**src/rtl/lsu_pkg.sv**
```systemverilog
// lsu_pkg: shared encodings for the load/store unit and its funct3 decoder.
package lsu_pkg;
  typedef enum logic [1:0] {S_IDLE, S_FAULT, S_REQ, S_WAIT} state_t;
  localparam logic [3:0] SM_BYTE   = 4'b0001;
  localparam logic [3:0] SM_BYTE_S = 4'b1001;
  localparam logic [3:0] SM_HALF   = 4'b0011;
  localparam logic [3:0] SM_HALF_S = 4'b1011;
  localparam logic [3:0] SM_WORD   = 4'b0111;
  localparam logic [2:0] F3_B  = 3'b000;
  localparam logic [2:0] F3_H  = 3'b001;
  localparam logic [2:0] F3_W  = 3'b010;
  localparam logic [2:0] F3_BU = 3'b100;
  localparam logic [2:0] F3_HU = 3'b101;
  localparam logic [1:0] FLT_OK       = 2'b00;
  localparam logic [1:0] FLT_MISALIGN = 2'b01;
  localparam logic [1:0] FLT_ILLEGAL  = 2'b10;
  localparam logic [1:0] FLT_TIMEOUT  = 2'b11;
endpackage

```
**src/rtl/lsu_decode.sv**
```systemverilog
// lsu_decode: maps funct3/store/address to data_mem sign_mask and fault flags.
module lsu_decode
  import lsu_pkg::*;
(
  input  logic       store,
  input  logic [2:0] funct3,
  input  logic [1:0] addr_lo,
  output logic [3:0] sign_mask,
  output logic       illegal,
  output logic       misaligned
);
  // A zero mask marks an encoding with no defined width.
  assign sign_mask = funct3 == F3_B ? (store ? SM_BYTE : SM_BYTE_S) :
                     funct3 == F3_H ? (store ? SM_HALF : SM_HALF_S) :
                     funct3 == F3_W ? SM_WORD :
                     (!store && funct3 == F3_BU) ? SM_BYTE :
                     (!store && funct3 == F3_HU) ? SM_HALF : 4'b0000;
  assign illegal    = sign_mask == 4'b0000;
  assign misaligned = (sign_mask[2:0] == 3'b011 && addr_lo[0]) ||
                      (sign_mask[2:0] == 3'b111 && addr_lo != 2'b00);
endmodule

```
**src/rtl/load_store_unit.sv**
```systemverilog
// load_store_unit: MEM-stage bridge to data_mem with alignment checks,
// single-cycle strobes, stall tolerance and timeout.
module load_store_unit
  import lsu_pkg::*;
#(
  parameter int MIN_WAIT = 1,
  parameter int TIMEOUT  = 64
) (
  input  logic        clk,
  input  logic        rst_n,
  input  logic        req_valid,
  output logic        req_ready,
  input  logic        req_store,
  input  logic [2:0]  req_funct3,
  input  logic [31:0] req_addr,
  input  logic [31:0] req_wdata,
  output logic        resp_valid,
  output logic [31:0] resp_rdata,
  output logic [1:0]  resp_fault,
  output logic        busy,
  output logic [31:0] dm_addr,
  output logic [31:0] dm_write_data,
  output logic        dm_memwrite,
  output logic        dm_memread,
  output logic [3:0]  dm_sign_mask,
  input  logic [31:0] dm_read_data,
  input  logic        dm_clk_stall
);
  localparam int CW = $clog2(TIMEOUT + 1);
  localparam logic [CW-1:0] MIN_LAST = CW'(MIN_WAIT - 1);
  localparam logic [CW-1:0] TO_LAST  = CW'(TIMEOUT - 1);
  state_t        state;
  logic [CW-1:0] cnt;
  logic          store_q;
  logic [1:0]    fault_q;
  logic [3:0]    sign_mask;
  logic          illegal, misaligned;
  lsu_decode u_decode (
    .store      (req_store),
    .funct3     (req_funct3),
    .addr_lo    (req_addr[1:0]),
    .sign_mask  (sign_mask),
    .illegal    (illegal),
    .misaligned (misaligned)
  );
  assign busy        = state != S_IDLE;
  assign req_ready   = !busy;
  assign dm_memread  = state == S_REQ && !store_q;
  assign dm_memwrite = state == S_REQ && store_q;
  always_ff @(posedge clk or negedge rst_n) begin
    if (!rst_n) begin
      state         <= S_IDLE;
      cnt           <= '0;
      store_q       <= 1'b0;
      fault_q       <= FLT_OK;
      dm_addr       <= '0;
      dm_write_data <= '0;
      dm_sign_mask  <= '0;
      resp_valid    <= 1'b0;
      resp_rdata    <= '0;
      resp_fault    <= FLT_OK;
    end else begin
      resp_valid <= 1'b0;
      case (state)
        S_IDLE: if (req_valid) begin
          store_q       <= req_store;
          dm_addr       <= req_addr;
          dm_write_data <= req_wdata;
          dm_sign_mask  <= sign_mask;
          fault_q       <= illegal ? FLT_ILLEGAL : misaligned ? FLT_MISALIGN : FLT_OK;
          state         <= (illegal || misaligned) ? S_FAULT : S_REQ;
        end
        S_FAULT: begin
          resp_valid <= 1'b1;
          resp_fault <= fault_q;
          resp_rdata <= '0;
          state      <= S_IDLE;
        end
        S_REQ: begin
          cnt   <= '0;
          state <= S_WAIT;
        end
        S_WAIT: begin
          // Completion wins over timeout when both land on the same cycle.
          if (cnt >= MIN_LAST && !dm_clk_stall) begin
            resp_valid <= 1'b1;
            resp_fault <= FLT_OK;
            resp_rdata <= store_q ? 32'h0 : dm_read_data;
            state      <= S_IDLE;
          end else if (cnt >= TO_LAST) begin
            resp_valid <= 1'b1;
            resp_fault <= FLT_TIMEOUT;
            resp_rdata <= '0;
            state      <= S_IDLE;
          end else begin
            cnt <= cnt + CW'(1);
          end
        end
        default: state <= S_IDLE;
      endcase
    end
  end
endmodule

```
**config.mk**
```make
export PLATFORM = sky130hd
export DESIGN_NAME = load_store_unit
export DESIGN_NICKNAME = d
export VERILOG_FILES = /design/src/rtl/lsu_pkg.sv /design/src/rtl/lsu_decode.sv /design/src/rtl/load_store_unit.sv
export SDC_FILE = /design/constraint.sdc
export NUM_CORES = 1
export LEC_CHECK = 0
export ABC_AREA = 1
export CORE_MARGIN = 3
export CORE_UTILIZATION = 45
export CTS_BUF_LIST = sky130_fd_sc_hd__clkbuf_16
export DETAILED_ROUTE_END_ITERATION = 10
export GPL_TIMING_DRIVEN = 0
export PLACE_DENSITY = 0.95
export RECOVER_POWER = 50
export SYNTH_ARGS = -nofsm -noshare
export SYNTH_HDL_FRONTEND = slang
export SYNTH_HIERARCHICAL = 1
export SYNTH_SLANG_ARGS = --single-unit
```
**constraint.sdc**
```tcl
create_clock -name clk -period 2.4 [get_ports clk]
set_input_delay 0.36 -clock clk [delete_from_list [all_inputs] [get_ports clk]]
set_output_delay 0.36 -clock clk [all_outputs]
set_load 0.02 [all_outputs]
```
=== After elaboration in Yosys (flattened, before gate mapping) ===
Index checks and enable logic that the tools add are counted.

* Equality and inequality tests: 13
* Reductions and logical operators: 24
* Add/subtract/negate cells: 1
* Multiplexer cells: 27
* $lt $le $gt $ge: 2

{| class="wikitable"
|+ Operators with widths
! cell !! number
|-
| $mux 32 || 3
|-
| $pmux 32 s2 || 1
|-
| $mux 4 || 6
|-
| $mux 2 || 8
|-
| $mux 7 || 2
|-
| $pmux 7 s2 || 1
|-
| $eq 3x3->1 const B || 3
|-
| $pmux 2 s4 || 1
|-
| $reduce_bool 2->1 || 4
|-
| $add 7x1->7 const B || 1
|-
| $ge 7x1->1 const B || 1
|-
| $ge 7x6->1 const B || 1
|-
| $logic_and 1x1->1 || 7
|-
| $eq 3x2->1 const B || 2
|-
| $ne 2x2->1 const B || 3
|-
| $reduce_and 2->1 || 3
|-
| $eq 2x2->1 const B || 2
|-
| $logic_not 1->1 || 4
|-
| $logic_not 4->1 || 1
|-
| $pmux 2 s2 || 1
|-
| $eq 3x1->1 const B || 1
|-
| $logic_not 3->1 || 1
|-
| $mux 1 || 3
|-
| $ne 3x3->1 const B || 1
|-
| other kinds (5) || 6
|}

* Bits of input ports: 104
* Logic and storage cells: 77
* Register bits: 115
* Output and inout port bits: 107

=== Longest topological paths before layout ===
* Word-level depth: 14
* Mapped depth: 9
* Depth with buffers taken out: 8

=== Hierarchy ===
Netlist, hierarchy kept.

{| class="wikitable"
|+ By module, submodules not included
! module !! cells each !! area each (um2) !! seq. area each (um2) !! times used
|-
| load_store_unit || 521 || 4,574.4 || 2,877.8 || 1
|-
| lsu_decode || 16 || 71.3 || 0.0 || 1
|}

=== Least setup slack after synthesis ===
No wires, ideal clock.

* Kind: register -> output
* Start point: register state[0]
* End point: output dm_memread
* Stages on the path, launching flop included: 5
* Slack: 963 ps
* Required time: 2,040 ps
* Buffers on the path: 1
* Arrival time: 1,077 ps
* Cell sequence: dfrtp_1 -> buf_2 -> inv_1 -> nand2_1 -> nor2_1

* Cells in the longest elaborated chain, start to end: 2

{| class="wikitable"
|+ RTL lines
! element !! line !! text
|-
| start, declared || load_store_unit.sv:32 || <nowiki>state_t state;</nowiki>
|-
| start signal, assigned || load_store_unit.sv:71 || <nowiki>state <= (illegal || misaligned) ? S_FAULT : S_REQ;</nowiki>
|-
| $eq 2x2->1 || load_store_unit.sv:48 || <nowiki>assign dm_memread = state == S_REQ && !store_q;</nowiki>
|-
| $logic_and 1x1->1 || load_store_unit.sv:48 ||
|-
| end, declared || load_store_unit.sv:24 || <nowiki>output logic dm_memread,</nowiki>
|}

No other way between the ends.

=== Final worst setup path ===
* Start point: register state[0]
* End point: output busy

* Cells in the longest elaborated chain, start to end: 1

{| class="wikitable"
|+ RTL lines
! element !! line !! text
|-
| $reduce_bool 2->1 || load_store_unit.sv:46 || <nowiki>assign busy = state != S_IDLE;</nowiki>
|-
| end, declared || load_store_unit.sv:20 || <nowiki>output logic busy,</nowiki>
|}

No other way between the ends.

==> summary.txt <==
Logic synthesis
  • Post-synth top flop: dfrtp_1
  • #FFs+latches synth: 115
  • Synth async-reset ratio: between 90% and 100%
  • Post-synth EDFFs: 0
  • Post-synthesis sequential area ratio: 61.94%
  • Post-synthesis cell type count: 26
  • Synthesized cell area: 4646 sq um
  • Mapped Cells: about 540
  • Syn_nets: 642
  • Syn avg cell area: about 8.7 sq um
  • Synth Warn #: 6

Hold path
  • Worst Hold Class: input pin to asynchronous set/reset pin

Clock network
  • Num Clock Sinks: around 120
  • CTS Root Cell: clkbuf_16
  • H-tree Lvls: 4
  • Worst-Skew Late Latency: ~400 ps
  • Number of buffers created by CTS: 17
  • Worst-path clk slew: ~50 ps
  • Clock Path Buffers: 2
  • CTS tree: built

Place
  • # port buffers: 210
  • GPL Wtd Cong: a little under 0.8
  • Place WS: about 410 ps
  • Placed Area: roughly 6900 sq um
  • DP HPWL: 9988 um

Setup path
  • CP delay by family, top: buffers and inverters
  • CP arrival: 1830 ps
  • CP max FO: 6
  • CP Cell Sequence: buf_2 > nor2_1 > inv_1 > clkdlybuf4s50_1
  • RR Startpoint: state[0]$_DFFE_PN0P_
  • CP endpoint kind: output pin
  • Critical path class: flop to output pin
  • CP max stage delay: 560 ps
  • Worst Path Buf+Inv: 3
  • CP max-delay cell: clkdlybuf4s50_1
  • Worst R2R Path Depth: 6
  • Flop-to-flop setup slack: between 200 and 300 ps
  • R2r endpoint: fault_q[0]$_DFFE_PN0P_
  • Worst setup SP type: flop
  • CP required: 2040 ps

Floorplan
  • Die area: around 12000 sq um
  • Starting density of the core: between 40% and 50%
  • Die X: 107.6 um
  • Row cnt: 36
  • Chip height: 107.6 um
  • IO Pins: 211
  • Core Box Area: 9910 sq um

Cells and area
  • Area Growth Syn to Fin: 61.81%
  • Fillers: 652
  • N_diodes: 0
  • FF+latch area: approximately 2900 sq um
  • Share of layout cells above drive strength 1: between 6 and 7%
  • Most common cell after layout, fill and taps aside: nand2_1
  • Fin area: between 7000 and 8000 sq um
  • Area of the multi-input gates: 1533 sq um
  • # nets final: 872
  • Most frequent cells in the layout: nand2_1, clkdlybuf4s50_1, dfrtp_1

GRT
  • Met2 GRT Util: 41.07%
  • Vias in the first global route: 4469
  • GRT Overall Usage: 24.02%
  • First-pass GRT wire length: 21480 um
  • GRT overflow: 0
  • Largest net degree at the start of global routing: around 60
  • GR Util met3: approximately a tenth
  • Met1 usage: ~27%
  • Initial antenna violation count: 0
  • Gr busiest metal: met2

Drt
  • Routed len/inst: 14.60 um
  • Via density: 4.771
  • First drt pass iteration count: 4
  • DRC: 0
  • Antenna viol nets, final: 0
  • Via count: about 4400
  • Initial DRC Count: approximately 250
  • Post-Route WL: 13330 um

STA
  • Final min period: roughly 2200 ps
  • Clock skew: 6.162 ps
  • Final WS setup: 205.2 ps
  • RSZ-0062 raised after global routing: no
  • WHS: approximately 270 ps
  • Hold Fails Final Rpt: 0
  • Achievable Freq: 0.4556 GHz
  • Final Setup Violations: 0
  • Final setup TNS: 0 ps
  • Worst Tran Pin Value: between 1000 and 1500 ps
  • Period Utilization, post-route: 91.45%
  • Fin. max-slew vios: 0
  • Slew headroom: 9.730%

Flow run
  • Max-cap viol count: 0

Power and ir drop
  • Power density over the cells: 1338 nW/um^2
  • Pleak: 3.766 nW
  • Maximum vdd drop: 0.0007965 V

Status
  • Status: complete, no violations
==> power breakdown <==
group	switching [mW]	internal [mW]
clock network	0.862	1.83
logic	2.33	1.87
registers	0.461	2.71
==> stage by stage <==
step | power (mW) | std cells | util [%]
floorplan | 5.271 | 537 | -
global placement | 7.270 | 880 | 69.77
detailed placement | 7.455 | 881 | 70.03
CTS | 10.21 | 913 | 76.45
global route | 10.64 | 913 | 75.86
finish | 10.06 | 913 | 75.86
==> metal layers <==
metal	part of all wire [%]	vias to the layer above	wire length, um
met5	0	-	0
met4	2.0	0	273
met3	9.1	30	1209
met2	50	192	6729
met1	38	2030	5118
li1	-	2104	-
==> flip-flops by register name (all words and copies together) (netlist names) <==
register and cells:
cnt 7, dm_addr 32, dm_sign_mask 4, dm_write_data 32, fault_q 2, resp_fault 2
resp_rdata 32, resp_valid 1, state 2, store_q 1
==> cell type report <==
class / instances / area share, %
Clock buffer: 17 / 5.659
Tap cell: 133 / 2.214
Inverter: 17 / 0.8489
Multi-Input combinational cell: 383 / 20.39
Clock inverter: 15 / 2.846
Buffer: 22 / 1.798
Timing Repair Buffer: 211 / 27.96
Sequential cell: 115 / 38.28
==> cell families after synthesis <==
group | count (synthesis) | synth area share, %
XOR/XNOR | 1 | 0.1886
AO/OA/AOI/OAI | 12 | 1.508
buffers and inverters | 39 | 4.578
flip-flops | 115 | 61.94
adder cells (fa/ha/maj) | 1 | 0.2693
AND/OR/NAND/NOR | 369 | 31.51
==> how the worst max path moves through the flow <==
stage          depth (start not counted)  slack (ps)                 endpoint                  from
5_1_grt                                4          90                     busy  state[0]$_DFFE_PN0P_
3_3_place_gp                           1       -3160  dm_addr[19]$_DFFE_PN0P_                 rst_n
3_5_place_dp                           5         410               dm_memread  state[0]$_DFFE_PN0P_
4_1_cts                                5         220               dm_memread  state[0]$_DFFE_PN0P_
6_report                               4         210                     busy  state[0]$_DFFE_PN0P_
2_1_floorplan                          4         960               dm_memread  state[0]$_DFFE_PN0P_
==> worst register-to-register path: stages, from the launching register on <==
cell      delay (ps)
dfrtp_1          370
buf_2            160
nor2_1           230
nand2_1          330
inv_1            380
clkbuf_1         390
o21ai_0          150
==> timing repair <==
| action | CTS | global route |
|---|---|---|
| buffers inserted | 0 | 0 |
| setup endpoints to repair | 2 | 0 |
| gates resized for setup | 2 | 0 |
| hold buffers | 0 | 0 |
==> synth_stat cells (2+ instances only) <==
cell type	number	share of area (%)
a21oi_1	3	0.32
buf_2	11	1.2
buf_6	7	1.7
clkbuf_1	4	0.32
dfrtp_1	115	62
inv_1	16	1.3
nand2_1	327	26
nand2_2	3	0.40
nand2_4	2	0.48
nand3_1	12	1.3
nand4_1	3	0.40
nor2_1	16	1.3
o21ai_0	4	0.43
o21bai_1	2	0.32
(Power assumes the default switching activity.)
